==> config.mk <==
export PLATFORM = sky130hd
export DESIGN_NAME = pipelined_adder_flat
export DESIGN_NICKNAME = d
export VERILOG_FILES = /design/src/rtl/pipelined_adder_pkg.sv /design/src/rtl/pipelined_adder_if.sv /design/src/rtl/pipelined_adder_slice.sv /design/src/rtl/pipelined_adder.sv /design/src/flat_wrapper.sv
export SDC_FILE = /design/constraint.sdc
export NUM_CORES = 1
export LEC_CHECK = 0
export ABC_AREA = 1
export BUFFER_PORTS_ARGS = -buffer_cell sky130_fd_sc_hd__clkbuf_2
export CAP_MARGIN = 15
export CORE_ASPECT_RATIO = 1.25
export CORE_MARGIN = 2
export CORE_UTILIZATION = 57
export CTS_CLUSTER_DIAMETER = 30
export CTS_CLUSTER_SIZE = 20
export DETAILED_ROUTE_END_ITERATION = 7
export PLACE_DENSITY = 0.85
export REMOVE_ABC_BUFFERS = 1
export SLEW_MARGIN = 10
export SYNTH_ARGS = -nofsm -noshare
export SYNTH_HDL_FRONTEND = slang
export SYNTH_SLANG_ARGS = --single-unit
==> constraint.sdc <==
create_clock -name clk -period 3.87 [get_ports clk]
set_input_delay 0.774 -clock clk [delete_from_list [all_inputs] [get_ports clk]]
set_output_delay 0.774 -clock clk [all_outputs]
set_load 0.01 [all_outputs]
==> src/rtl/pipelined_adder_pkg.sv <==
// Shared types and elaboration helpers for the pipelined add/subtract unit.
package pipelined_adder_pkg;

    typedef enum logic {
        OP_ADD = 1'b0,
        OP_SUB = 1'b1
    } op_e;

    localparam int DEF_WIDTH  = 16;
    localparam int DEF_STAGES = 4;

    // Bits handled by each carry-linked slice.
    function automatic int slice_w(input int width, input int stages);
        return width / stages;
    endfunction

    // Operands must split into equal slices.
    function automatic bit div_ok(input int width, input int stages);
        return (stages > 0) && (width % stages == 0);
    endfunction

    localparam bit DEF_DIV_OK = div_ok(DEF_WIDTH, DEF_STAGES);

    // Base of stage k's field in the flattened operand skew register.
    // Stage k keeps the WIDTH-(k+1)*SLICE operand bits not yet consumed.
    function automatic int skew_off(input int width, input int stages, input int k);
        int o;
        o = 0;
        for (int j = 0; j < k; j++) o += width - (j + 1) * slice_w(width, stages);
        return o;
    endfunction

    // Base of stage k's field in the flattened result de-skew register.
    // Stage k holds the (k+1)*SLICE low result bits produced so far.
    function automatic int res_off(input int width, input int stages, input int k);
        int o;
        o = 0;
        for (int j = 0; j < k; j++) o += (j + 1) * slice_w(width, stages);
        return o;
    endfunction

endpackage

==> src/rtl/pipelined_adder_if.sv <==
// Operand/result handshake bundle for pipelined_adder.
// The overflow signal exists only when PIPE_ADDER_OVF_EN is defined.
interface pipelined_adder_if #(parameter int WIDTH = 16) ();
    logic             in_valid;
    logic             in_ready;
    logic [WIDTH-1:0] a;
    logic [WIDTH-1:0] b;
    logic             carry_in;
    logic             sub;
    logic             out_valid;
    logic             out_ready;
    logic [WIDTH-1:0] sum;
    logic             carry_out;
`ifdef PIPE_ADDER_OVF_EN
    logic             overflow;
`endif

    modport master (
        output in_valid, a, b, carry_in, sub, out_ready,
        input  in_ready, out_valid, sum, carry_out
`ifdef PIPE_ADDER_OVF_EN
      , input  overflow
`endif
    );

    modport slave (
        input  in_valid, a, b, carry_in, sub, out_ready,
        output in_ready, out_valid, sum, carry_out
`ifdef PIPE_ADDER_OVF_EN
      , output overflow
`endif
    );
endinterface

==> src/rtl/pipelined_adder_slice.sv <==
// adder_slice: SLICE-bit combinational ripple of full-adder cells.
module adder_slice #(
    parameter int SLICE = 4
) (
    input  logic [SLICE-1:0] a,
    input  logic [SLICE-1:0] b,
    input  logic             ci,
    output logic [SLICE-1:0] s,
    output logic             co
);
    logic [SLICE:0] c;

    assign c[0] = ci;

    for (genvar i = 0; i < SLICE; i++) begin : g_fa
        assign s[i]   = a[i] ^ b[i] ^ c[i];
        assign c[i+1] = (a[i] & b[i]) | (a[i] & c[i]) | (b[i] & c[i]);
    end

    assign co = c[SLICE];
endmodule

==> src/rtl/pipelined_adder.sv <==
// pipelined_adder: WIDTH-bit add/subtract split into STAGES carry-linked
// slices, one register stage per slice, with a single global stall enable.
// Optional: define PIPE_ADDER_OVF_EN to add the registered signed-overflow flag.
module pipelined_adder
    import pipelined_adder_pkg::*;
#(
    parameter int WIDTH  = 16,
    parameter int STAGES = 4
) (
    input  logic              clk,
    input  logic              rst_n,
    pipelined_adder_if.slave  bus
);
    localparam int SLICE     = slice_w(WIDTH, STAGES);
    localparam int SKW_RAW   = skew_off(WIDTH, STAGES, STAGES - 1);
    localparam int SKW_BITS  = (SKW_RAW > 0) ? SKW_RAW : 1;
    localparam int RES_BITS  = res_off(WIDTH, STAGES, STAGES);
    localparam int ROFF_LAST = res_off(WIDTH, STAGES, STAGES - 1);

    if (!div_ok(WIDTH, STAGES)) begin : g_bad_cfg
        $error("pipelined_adder: WIDTH must be a multiple of STAGES");
    end

    logic                en;
    logic                accept;
    logic [STAGES-1:0]   vld_q;
    logic [STAGES:0]     vld_pipe;
    logic [STAGES-1:0]   cy_q;
    logic [SKW_BITS-1:0] skew_a;
    logic [SKW_BITS-1:0] skew_b;
    logic [RES_BITS-1:0] res_q;
`ifdef PIPE_ADDER_OVF_EN
    logic                ovf_q;
`endif

    // A full output that is not being taken freezes the whole pipe, bubbles too.
    assign en       = !vld_q[STAGES-1] | bus.out_ready;
    assign accept   = bus.in_valid & en;
    assign vld_pipe = {vld_q, accept};

    // Valid bits shift one stage per enabled cycle.
    always_ff @(posedge clk) begin
        if (!rst_n)  vld_q <= '0;
        else if (en) vld_q <= vld_pipe[STAGES-1:0];
    end

    for (genvar k = 0; k < STAGES; k++) begin : g_stage
        localparam int SW    = WIDTH - k * SLICE;          // operand bits still pending
        localparam int SKOFF = skew_off(WIDTH, STAGES, k);
        localparam int ROFF  = res_off(WIDTH, STAGES, k);

        logic [SW-1:0]          a_src;
        logic [SW-1:0]          b_src;
        logic                   c_src;
        logic [SLICE-1:0]       s_sl;
        logic                   c_sl;
        logic [(k+1)*SLICE-1:0] r_nxt;

        if (k == 0) begin : g_head
            op_e op;
            assign op    = op_e'(bus.sub);
            // Subtraction is a + ~b + 1; carry_in is ignored for it.
            assign a_src = bus.a;
            assign b_src = (op == OP_SUB) ? ~bus.b : bus.b;
            assign c_src = (op == OP_SUB) ? 1'b1 : bus.carry_in;
            assign r_nxt = s_sl;
        end else begin : g_tail
            localparam int SKOFF_P = skew_off(WIDTH, STAGES, k - 1);
            localparam int ROFF_P  = res_off(WIDTH, STAGES, k - 1);
            assign a_src = skew_a[SKOFF_P +: SW];
            assign b_src = skew_b[SKOFF_P +: SW];
            assign c_src = cy_q[k-1];
            assign r_nxt = {s_sl, res_q[ROFF_P +: k*SLICE]};
        end

        adder_slice #(.SLICE(SLICE)) u_slice (
            .a  (a_src[SLICE-1:0]),
            .b  (b_src[SLICE-1:0]),
            .ci (c_src),
            .s  (s_sl),
            .co (c_sl)
        );

        // Stage register: slice carry plus the result bits accumulated so far.
        always_ff @(posedge clk) begin
            if (!rst_n) begin
                cy_q[k]                      <= 1'b0;
                res_q[ROFF +: (k+1)*SLICE]   <= '0;
            end else if (en) begin
                cy_q[k]                      <= c_sl;
                res_q[ROFF +: (k+1)*SLICE]   <= r_nxt;
            end
        end

        if (k < STAGES - 1) begin : g_skew
            // Operand bits above this slice travel on to the next stage.
            always_ff @(posedge clk) begin
                if (!rst_n) begin
                    skew_a[SKOFF +: SW-SLICE] <= '0;
                    skew_b[SKOFF +: SW-SLICE] <= '0;
                end else if (en) begin
                    skew_a[SKOFF +: SW-SLICE] <= a_src[SW-1:SLICE];
                    skew_b[SKOFF +: SW-SLICE] <= b_src[SW-1:SLICE];
                end
            end
        end

`ifdef PIPE_ADDER_OVF_EN
        if (k == STAGES - 1) begin : g_ovf
            // Carry into MSB xor carry out, expressed via operand/result signs.
            always_ff @(posedge clk) begin
                if (!rst_n)  ovf_q <= 1'b0;
                else if (en) ovf_q <= (a_src[SW-1] ~^ b_src[SW-1]) & (s_sl[SLICE-1] ^ a_src[SW-1]);
            end
        end
`endif
    end

    assign bus.in_ready  = en;
    assign bus.out_valid = vld_q[STAGES-1];
    assign bus.sum       = res_q[ROFF_LAST +: WIDTH];
    assign bus.carry_out = cy_q[STAGES-1];
`ifdef PIPE_ADDER_OVF_EN
    assign bus.overflow  = ovf_q;
`endif

endmodule

==> src/flat_wrapper.sv <==
// flat-port wrapper written by rule: the top's interface ports become plain ports
module pipelined_adder_flat import pipelined_adder_pkg::*;
#(
    parameter int WIDTH  = 16,
    parameter int STAGES = 4
)
  (clk, rst_n, bus_in_valid, bus_a, bus_b, bus_carry_in, bus_sub, bus_out_ready, bus_in_ready, bus_out_valid, bus_sum, bus_carry_out);
  pipelined_adder_if #(.WIDTH(WIDTH)) bus_i ();
  input  logic clk;
  input  logic rst_n;
  input wire logic [$bits(bus_i.in_valid)-1:0] bus_in_valid;
  input wire logic [$bits(bus_i.a)-1:0] bus_a;
  input wire logic [$bits(bus_i.b)-1:0] bus_b;
  input wire logic [$bits(bus_i.carry_in)-1:0] bus_carry_in;
  input wire logic [$bits(bus_i.sub)-1:0] bus_sub;
  input wire logic [$bits(bus_i.out_ready)-1:0] bus_out_ready;
  output wire logic [$bits(bus_i.in_ready)-1:0] bus_in_ready;
  output wire logic [$bits(bus_i.out_valid)-1:0] bus_out_valid;
  output wire logic [$bits(bus_i.sum)-1:0] bus_sum;
  output wire logic [$bits(bus_i.carry_out)-1:0] bus_carry_out;
  assign bus_i.in_valid = bus_in_valid;
  assign bus_i.a = bus_a;
  assign bus_i.b = bus_b;
  assign bus_i.carry_in = bus_carry_in;
  assign bus_i.sub = bus_sub;
  assign bus_i.out_ready = bus_out_ready;
  assign bus_in_ready = bus_i.in_ready;
  assign bus_out_valid = bus_i.out_valid;
  assign bus_sum = bus_i.sum;
  assign bus_carry_out = bus_i.carry_out;
  pipelined_adder #(.WIDTH(WIDTH), .STAGES(STAGES)) u_core (.clk(clk), .rst_n(rst_n), .bus(bus_i));
endmodule
==> results of run 1 <==
[metal layers]
layer	part of all wire	routed length, um	vias to the layer above
met5	0	0	-
met3	0.040	321	12
li1	-	-	1747
met2	0.50	3990	48
met4	0.017	133	0
met1	0.45	3590	1570
[synthesized netlist by cell type, drive strengths merged]
cell type  instances
nor2             191
dfxtp             96
nand2             77
o21bai            69
inv               51
buf               24
fa                16
nand3b            10
clkbuf             9
xor2               3
nand3              2
a21oi              1
or2                1
xnor2              1
[state kept, by name (all words and copies together) (netlist names)]
| signal | flops |
|---|---|
| u_core.bus.sum | 16 |
| u_core.g_stage.c_src | 3 |
| u_core.g_stage.a_src | 24 |
| u_core.g_stage.b_src | 24 |
| u_core.bus.carry_out | 1 |
| u_core.g_stage.r_nxt | 24 |
| u_core.vld_q | 4 |
[layout make-up]
cell class	count	area, um^2	share of cell area
multi-input cells	371	1990	0.416
flip-flops and latches	96	1920	0.403
repair buffers	62	338	0.0708
inverters	51	191	0.0401
clock buffers	11	141	0.0296
well taps	92	115	0.0241
clock inverters	5	80.1	0.0168
[through the flow]
stage               power (mW)  cells  setup slack (ns)  hold WS (ns)
finish                    2.09    688              1.31         0.475
global route              2.18    688              1.20         0.514
detailed placement        1.38    672             0.905         0.461
global placement          1.37    672             0.947         0.442
floorplan                 1.30    518              1.01         0.436
CTS                       2.10    688              1.30         0.482
[kinds of logic after synthesis]
logic type	count (synthesis)
xor+xnor	4
simple gates	281
compound gates	70
buf+inv	84
flops	96
fa+ha+maj	16
[cell usage in the layout (no fill, tap or decap)]
cell type and instances:
a21oi_1 1, buf_12 1, buf_4 5, bufinv_16 2, clkbuf_1 1, clkbuf_2 56
clkbuf_8 10, clkinv_1 1, clkinv_2 1, clkinvlp_4 2, dfxtp_1 96, fa_1 16
inv_1 49, inv_2 1, nand2_1 76, nand2_2 1, nand3_1 2, nand3b_1 10
nor2_1 190, nor2_4 1, o21bai_1 69, or2_2 1, xnor2_1 1, xor2_1 3
[power groups by stage]
stage               Sequential (mW)  Clock (mW)  Combinational [mW]
global route                   1.11       0.766               0.302
global placement               1.12           0               0.249
detailed placement             1.12           0               0.260
finish                         1.10       0.729               0.261
CTS                            1.10       0.731               0.264
floorplan                      1.12           0               0.179
[worst max-delay path, cell delays in order]
cell and delay [ns]:
clkbuf_2 0.12, or2_2 0.32, fa_1 0.39, fa_1 0.37, inv_1 0.07, fa_1 0.16
inv_1 0.05, fa_1 0.42, nor2_1 0.11, nor2_1 0.05
[final timing paths]
path,cells after the start,endpoint,slack [ns],startpoint
setup / recovery,10,u_core.g_stage[1].r_nxt[3],1.31,bus_sub
hold / removal,2,u_core.bus.sum[10],0.48,u_core.g_stage[3].r_nxt[10]
setup reg to reg,10,u_core.g_stage[2].r_nxt[7],1.63,u_core.g_stage[1].c_src
hold reg to reg,2,u_core.bus.sum[10],0.48,u_core.g_stage[3].r_nxt[10]
==> impl_results.md, run 1 <==
* Pins over their slew limit at 0
* Area post-placement at 4550 um^2
* Initial Utilization at 0.582
* NetSw at 529 uW
* CTS tree: yes
* Layout area overhead at 12.2%
* Die area at 8170 um^2
* Ys Warns at 0
* Crit Path Max Fanout at 3
* Post-CTS Hold Buffers at 0
* Drt via density at 4.91
* Root buffer cell: clkbuf_8
* Synthesized cell area at 4250 um^2
* Post-synthesis compound-gate area fraction at 0.123
* Die H at 101 um
* Via count at 3377
* Max-cap check violation count at 0
* Critical path data arrival time at 2.83 ns
* Count of input and output buffers at 56
* # setup viols final at 0
* GRT overflow at 0
* Seq pwr share at 0.526
* Wire per inst at 11.7 um
* Nets at 645
* WL final at 8.04 mm
* Layout cells sized above 1 at 0.136
* Post-Synth Simple-Gate Area at 0.260
* Number of global-route vias before repair at 3231
* Hpwl dp at 5.18 mm
* Met3 GRT Util at 0.0287
* Routability cong. at 0.728
* Core area at 7310 um^2
* Tot GR Track Use at 0.211
* Slew at the pin closest to its max-slew limit at 0.584 ns
* Num CTS Buffers at 9
* Router iterations before antenna repair at 4
* Site Rows at 35
* Mux cell area share after synthesis at 0
* Seq cells post-synth at 96
* Comb power frac at 0.125
* Yosys top cell by area: dfxtp_1
* Layout Skew at 0.0127 ns
* Sequential area share after synthesis at 0.452
* Setup TNS at 0 ns
* RSZ-0062 raised after global routing: false
* Adder-Cell Fraction of Synth Area at 0.0753
* Grt met1 use at 0.248
* Largest family of logic cells by synthesized area: simple AND/OR/NAND/NOR gates
* CTS-repair resized insts at 0
* Hold Crit Class: reg -> reg
* Global-route wire length before repair at 13.5 mm
* Iteration-0 DRC Markers at 155
* Fmax at 0.391 GHz
* Switching Share at 0.253
* Synth Area in XOR/XNOR at 0.00824
* Clock latency on the worst-skew pair at 0.38 ns
* Post-synth top area share at 0.452
* CP Capture Type: flop
* Count of final hold-check violations at 0
* Kind of critical path: in -> reg
* Slew HR at 0.610
* Gr busiest metal: met2
* Final instance area at 4770 um^2
* Largest net degree at the start of global routing at 90
* Reg clk slew, reported paths at 0.10 ns
* Ant. Diodes at 0
* Period minus WS final at 2.56 ns
* Clk sink count at 96
* Final Cycle Share at 0.661
* DRC at 0
* Status: finished, final reports clean
* Startpoint Class: primary input
* Synth unique cells at 18
* Leak at 2.19 nW
* Die width at 81.3 um
* Filler cells at 596
* VDD IR max at 0.000241 V
* Antenna viol nets, final at 0
* P_int at 1.56 mW
* Met2 usage at 0.372
* Clock Power Share at 0.349
* Final core occ at 0.653
* Initial antenna violation count at 0
* I/O Pins at 57
* Synth Instances at 551
* Post-CTS setup buffers at 0
* Clk buf depth at 2
* Required time worst endpoint at 4.14 ns
* Synth area leaders: dfxtp_1 (45%), nor2_1 (17%), o21bai_1 (12%), fa_1 (7.5%), nand2_1 (6.8%)
* PwrDens at 438 nW/um^2
* Avg Inst Size Synth at 7.72 um^2
* Htree depth at 3
Power figures use the tool's default switching activity.
==> run 2: changes to the inputs <==
--- a/config.mk
+++ b/config.mk
@@ -10,11 +10,11 @@
 export CAP_MARGIN = 15
 export CORE_ASPECT_RATIO = 1.25
 export CORE_MARGIN = 2
-export CORE_UTILIZATION = 57
+export CORE_UTILIZATION = 52
 export CTS_CLUSTER_DIAMETER = 30
 export CTS_CLUSTER_SIZE = 20
 export DETAILED_ROUTE_END_ITERATION = 7
-export PLACE_DENSITY = 0.85
+export PLACE_DENSITY = 0.82
 export REMOVE_ABC_BUFFERS = 1
 export SLEW_MARGIN = 10
 export SYNTH_ARGS = -nofsm -noshare
==> constraint.sdc (replaced) <==
create_clock -name clk -period 2.3 [get_ports clk]
set_input_delay 0.46 -clock clk [delete_from_list [all_inputs] [get_ports clk]]
set_output_delay 0.46 -clock clk [all_outputs]
set_load 0.01 [all_outputs]
==> impl_results.md, run 2 (same netlist as run 1, synthesis figures left out) <==
* Status: finished, final reports clean
* DRC at 0 (unchanged)
* Kind of critical path: in -> reg
* Layout area overhead at 12.0%
* CP Capture Type: flop
* Pins over their slew limit at 0 (unchanged)
* Die H at 105 um (+4.5%)
* Crit Path Max Fanout at 4 (+1)
* Post-Layout Cell Count at 694 (+0.87%)
* Antenna viol nets, final at 0 (unchanged)
* Ant. Diodes at 0 (unchanged)
* Hold Crit Class: in -> reg
* Post-CTS Hold Buffers at 0 (unchanged)
* Worst setup margin at 0.122 ns (-1.19 ns)
* Slew HR at 0.695 (+0.0843)
* Die width at 84.9 um (+4.5%)
* Routability cong. at 0.761 (+4.6%)
* Initial antenna violation count at 0 (unchanged)
* Tot GR Track Use at 0.185 (-0.0260)
* Area post-placement at 4590 um^2 (+0.91%)
* Gr busiest metal: met2
* CTS tree: yes
* Count of final hold-check violations at 0 (unchanged)
* Htree depth at 3 (unchanged)
* Slew at the pin closest to its max-slew limit at 0.456 ns (-0.127 ns)
* Largest net degree at the start of global routing at 71 (-21%)
* WL final at 7.81 mm (-2.8%)
* Startpoint Class: primary input
* Most frequent cells in the layout: nor2_1 (190), dfxtp_1 (96), nand2_1 (76), o21bai_1 (69), clkbuf_2 (56)
* Grt met1 use at 0.213 (-0.0342)
* Final Cycle Share at 0.947
* Met3 GRT Util at 0.0411 (+0.0124)
* Period minus WS final at 2.18 ns
* Layout cells sized above 1 at 0.154 (+0.0177)
* RSZ-0062 raised after global routing: false
* PwrDens at 677 nW/um^2 (+55%)
* Initial Utilization at 0.540 (-0.0420)
* Leak at 2.19 nW (-0.22%)
* Final instance area at 4760 um^2 (-0.24%)
* Met2 usage at 0.321 (-0.0509)
* Clk sink count at 96 (unchanged)
* Layout Skew at 0.00690 ns (-0.00579 ns)
* # setup viols final at 0 (unchanged)
* Most common cell after layout, fill and taps aside: nor2_1
* GRT overflow at 0 (unchanged)
* Required time worst endpoint at 2.55 ns (-1.59 ns)
* Router iterations before antenna repair at 5 (+1)
* VDD IR max at 0.000406 V (+68%)
* Global-route wire length before repair at 13.6 mm (+0.97%)
* Placed Cells at 680 (+1.2%)
* Root buffer cell: clkbuf_8
* Pre-CTS WS at -0.343 ns (-1.25 ns)
* Site Rows at 36 (+2.9%)
* Number of global-route vias before repair at 3279 (+1.5%)
* Clock latency on the worst-skew pair at 0.35 ns (-0.03 ns)
* Iteration-0 DRC Markers at 132 (-15%)
* Reg clk slew, reported paths at 0.08 ns (-0.02 ns)
* Count of input and output buffers at 56 (unchanged)
* Critical path data arrival time at 2.42 ns (-0.41 ns)
* Via count at 3371 (-0.18%)
* Drt via density at 4.86 (-1.0%)
* Hpwl dp at 5.16 mm (-0.41%)
* Fmax at 0.459 GHz
* Num CTS Buffers at 9 (unchanged)
* Setup TNS at 0 ns (unchanged)
* Die area at 8920 um^2 (+9.2%)
* Max-cap check violation count at 0 (unchanged)
* Core area at 7880 um^2 (+7.8%)
* Clk buf depth at 2 (unchanged)
* I/O Pins at 57 (unchanged)
* Nets at 650 (+0.78%)
* Wire per inst at 11.3 um (-3.7%)
-- run 2: cell types whose count changed in the layout (fill, tap and decap cells not counted) --
cell        previous run  this run
buf_4                  5        10
bufinv_16              2         0
clkbuf_1               1         3
clkinv_1               1         0
clkinvlp_4             2         0
fa_1                  16        10
fa_2                   0         6
inv_1                 49        46
inv_2                  1         5
-- run 2: metrics by stage --
step / utilization / power [mW] / hold slack (ns)
6_report: 0.604 / 3.23 / 0.324
2_1_floorplan: - / 2.18 / 0.436
4_1_cts: 0.602 / 3.25 / 0.317
5_1_grt: 0.604 / 3.40 / 0.324
3_5_place_dp: 0.583 / 2.33 / 0.452
3_3_place_gp: 0.583 / 2.31 / 0.443
-- run 2: final cells by class --
class,instances,area [um^2]
Clock buffer,13,149
Clock inverter,1,5.00
Fill cell,691,3120
Inverter,51,191
Multi-Input combinational cell,371,2000
Sequential cell,96,1920
Tap cell,95,119
Timing Repair Buffer,67,375
-- run 2: worst paths after layout --
check / start / slack (ns) / end / depth (start not counted)
max: bus_sub / 0.12 / u_core.g_stage[1].r_nxt[3] / 10
min: bus_in_valid / 0.32 / u_core.vld_q[0] / 3
max reg2reg: u_core.g_stage[2].b_src[0] / 0.14 / u_core.g_stage[3].r_nxt[11] / 10
min reg2reg: u_core.vld_q[2] / 0.47 / u_core.vld_q[3] / 2
-- run 2: where the power goes --
group	internal, mW	switching (mW)	total [mW]	leakage [nW]
combinational	0.206	0.244	0.449	1.32
clock	0.411	0.517	0.929	0.0794
sequential	1.79	0.0615	1.85	0.790
total	2.40	0.822	3.23	2.19
-- run 2: critical path: stages --
cell and delay (ns):
clkbuf_2 0.11, or2_2 0.31, fa_2 0.34, fa_2 0.32
inv_1 0.07, fa_2 0.18, inv_1 0.05, fa_1 0.42
nor2_1 0.10, nor2_1 0.05
-- run 2: layer usage --
layer | vias up | part of all wire
met3 | 12 | 0.041
met5 | - | 0
met4 | 0 | 0.020
met2 | 51 | 0.49
li1 | 1761 | -
met1 | 1547 | 0.45
-- run 2: what timing repair did --
item                                    in CTS  in global routing
gates resized for setup                      0                 10
hold endpoints to repair                     0                  0
endpoints found under the setup margin       0                  4
buffers inserted                             0                  0
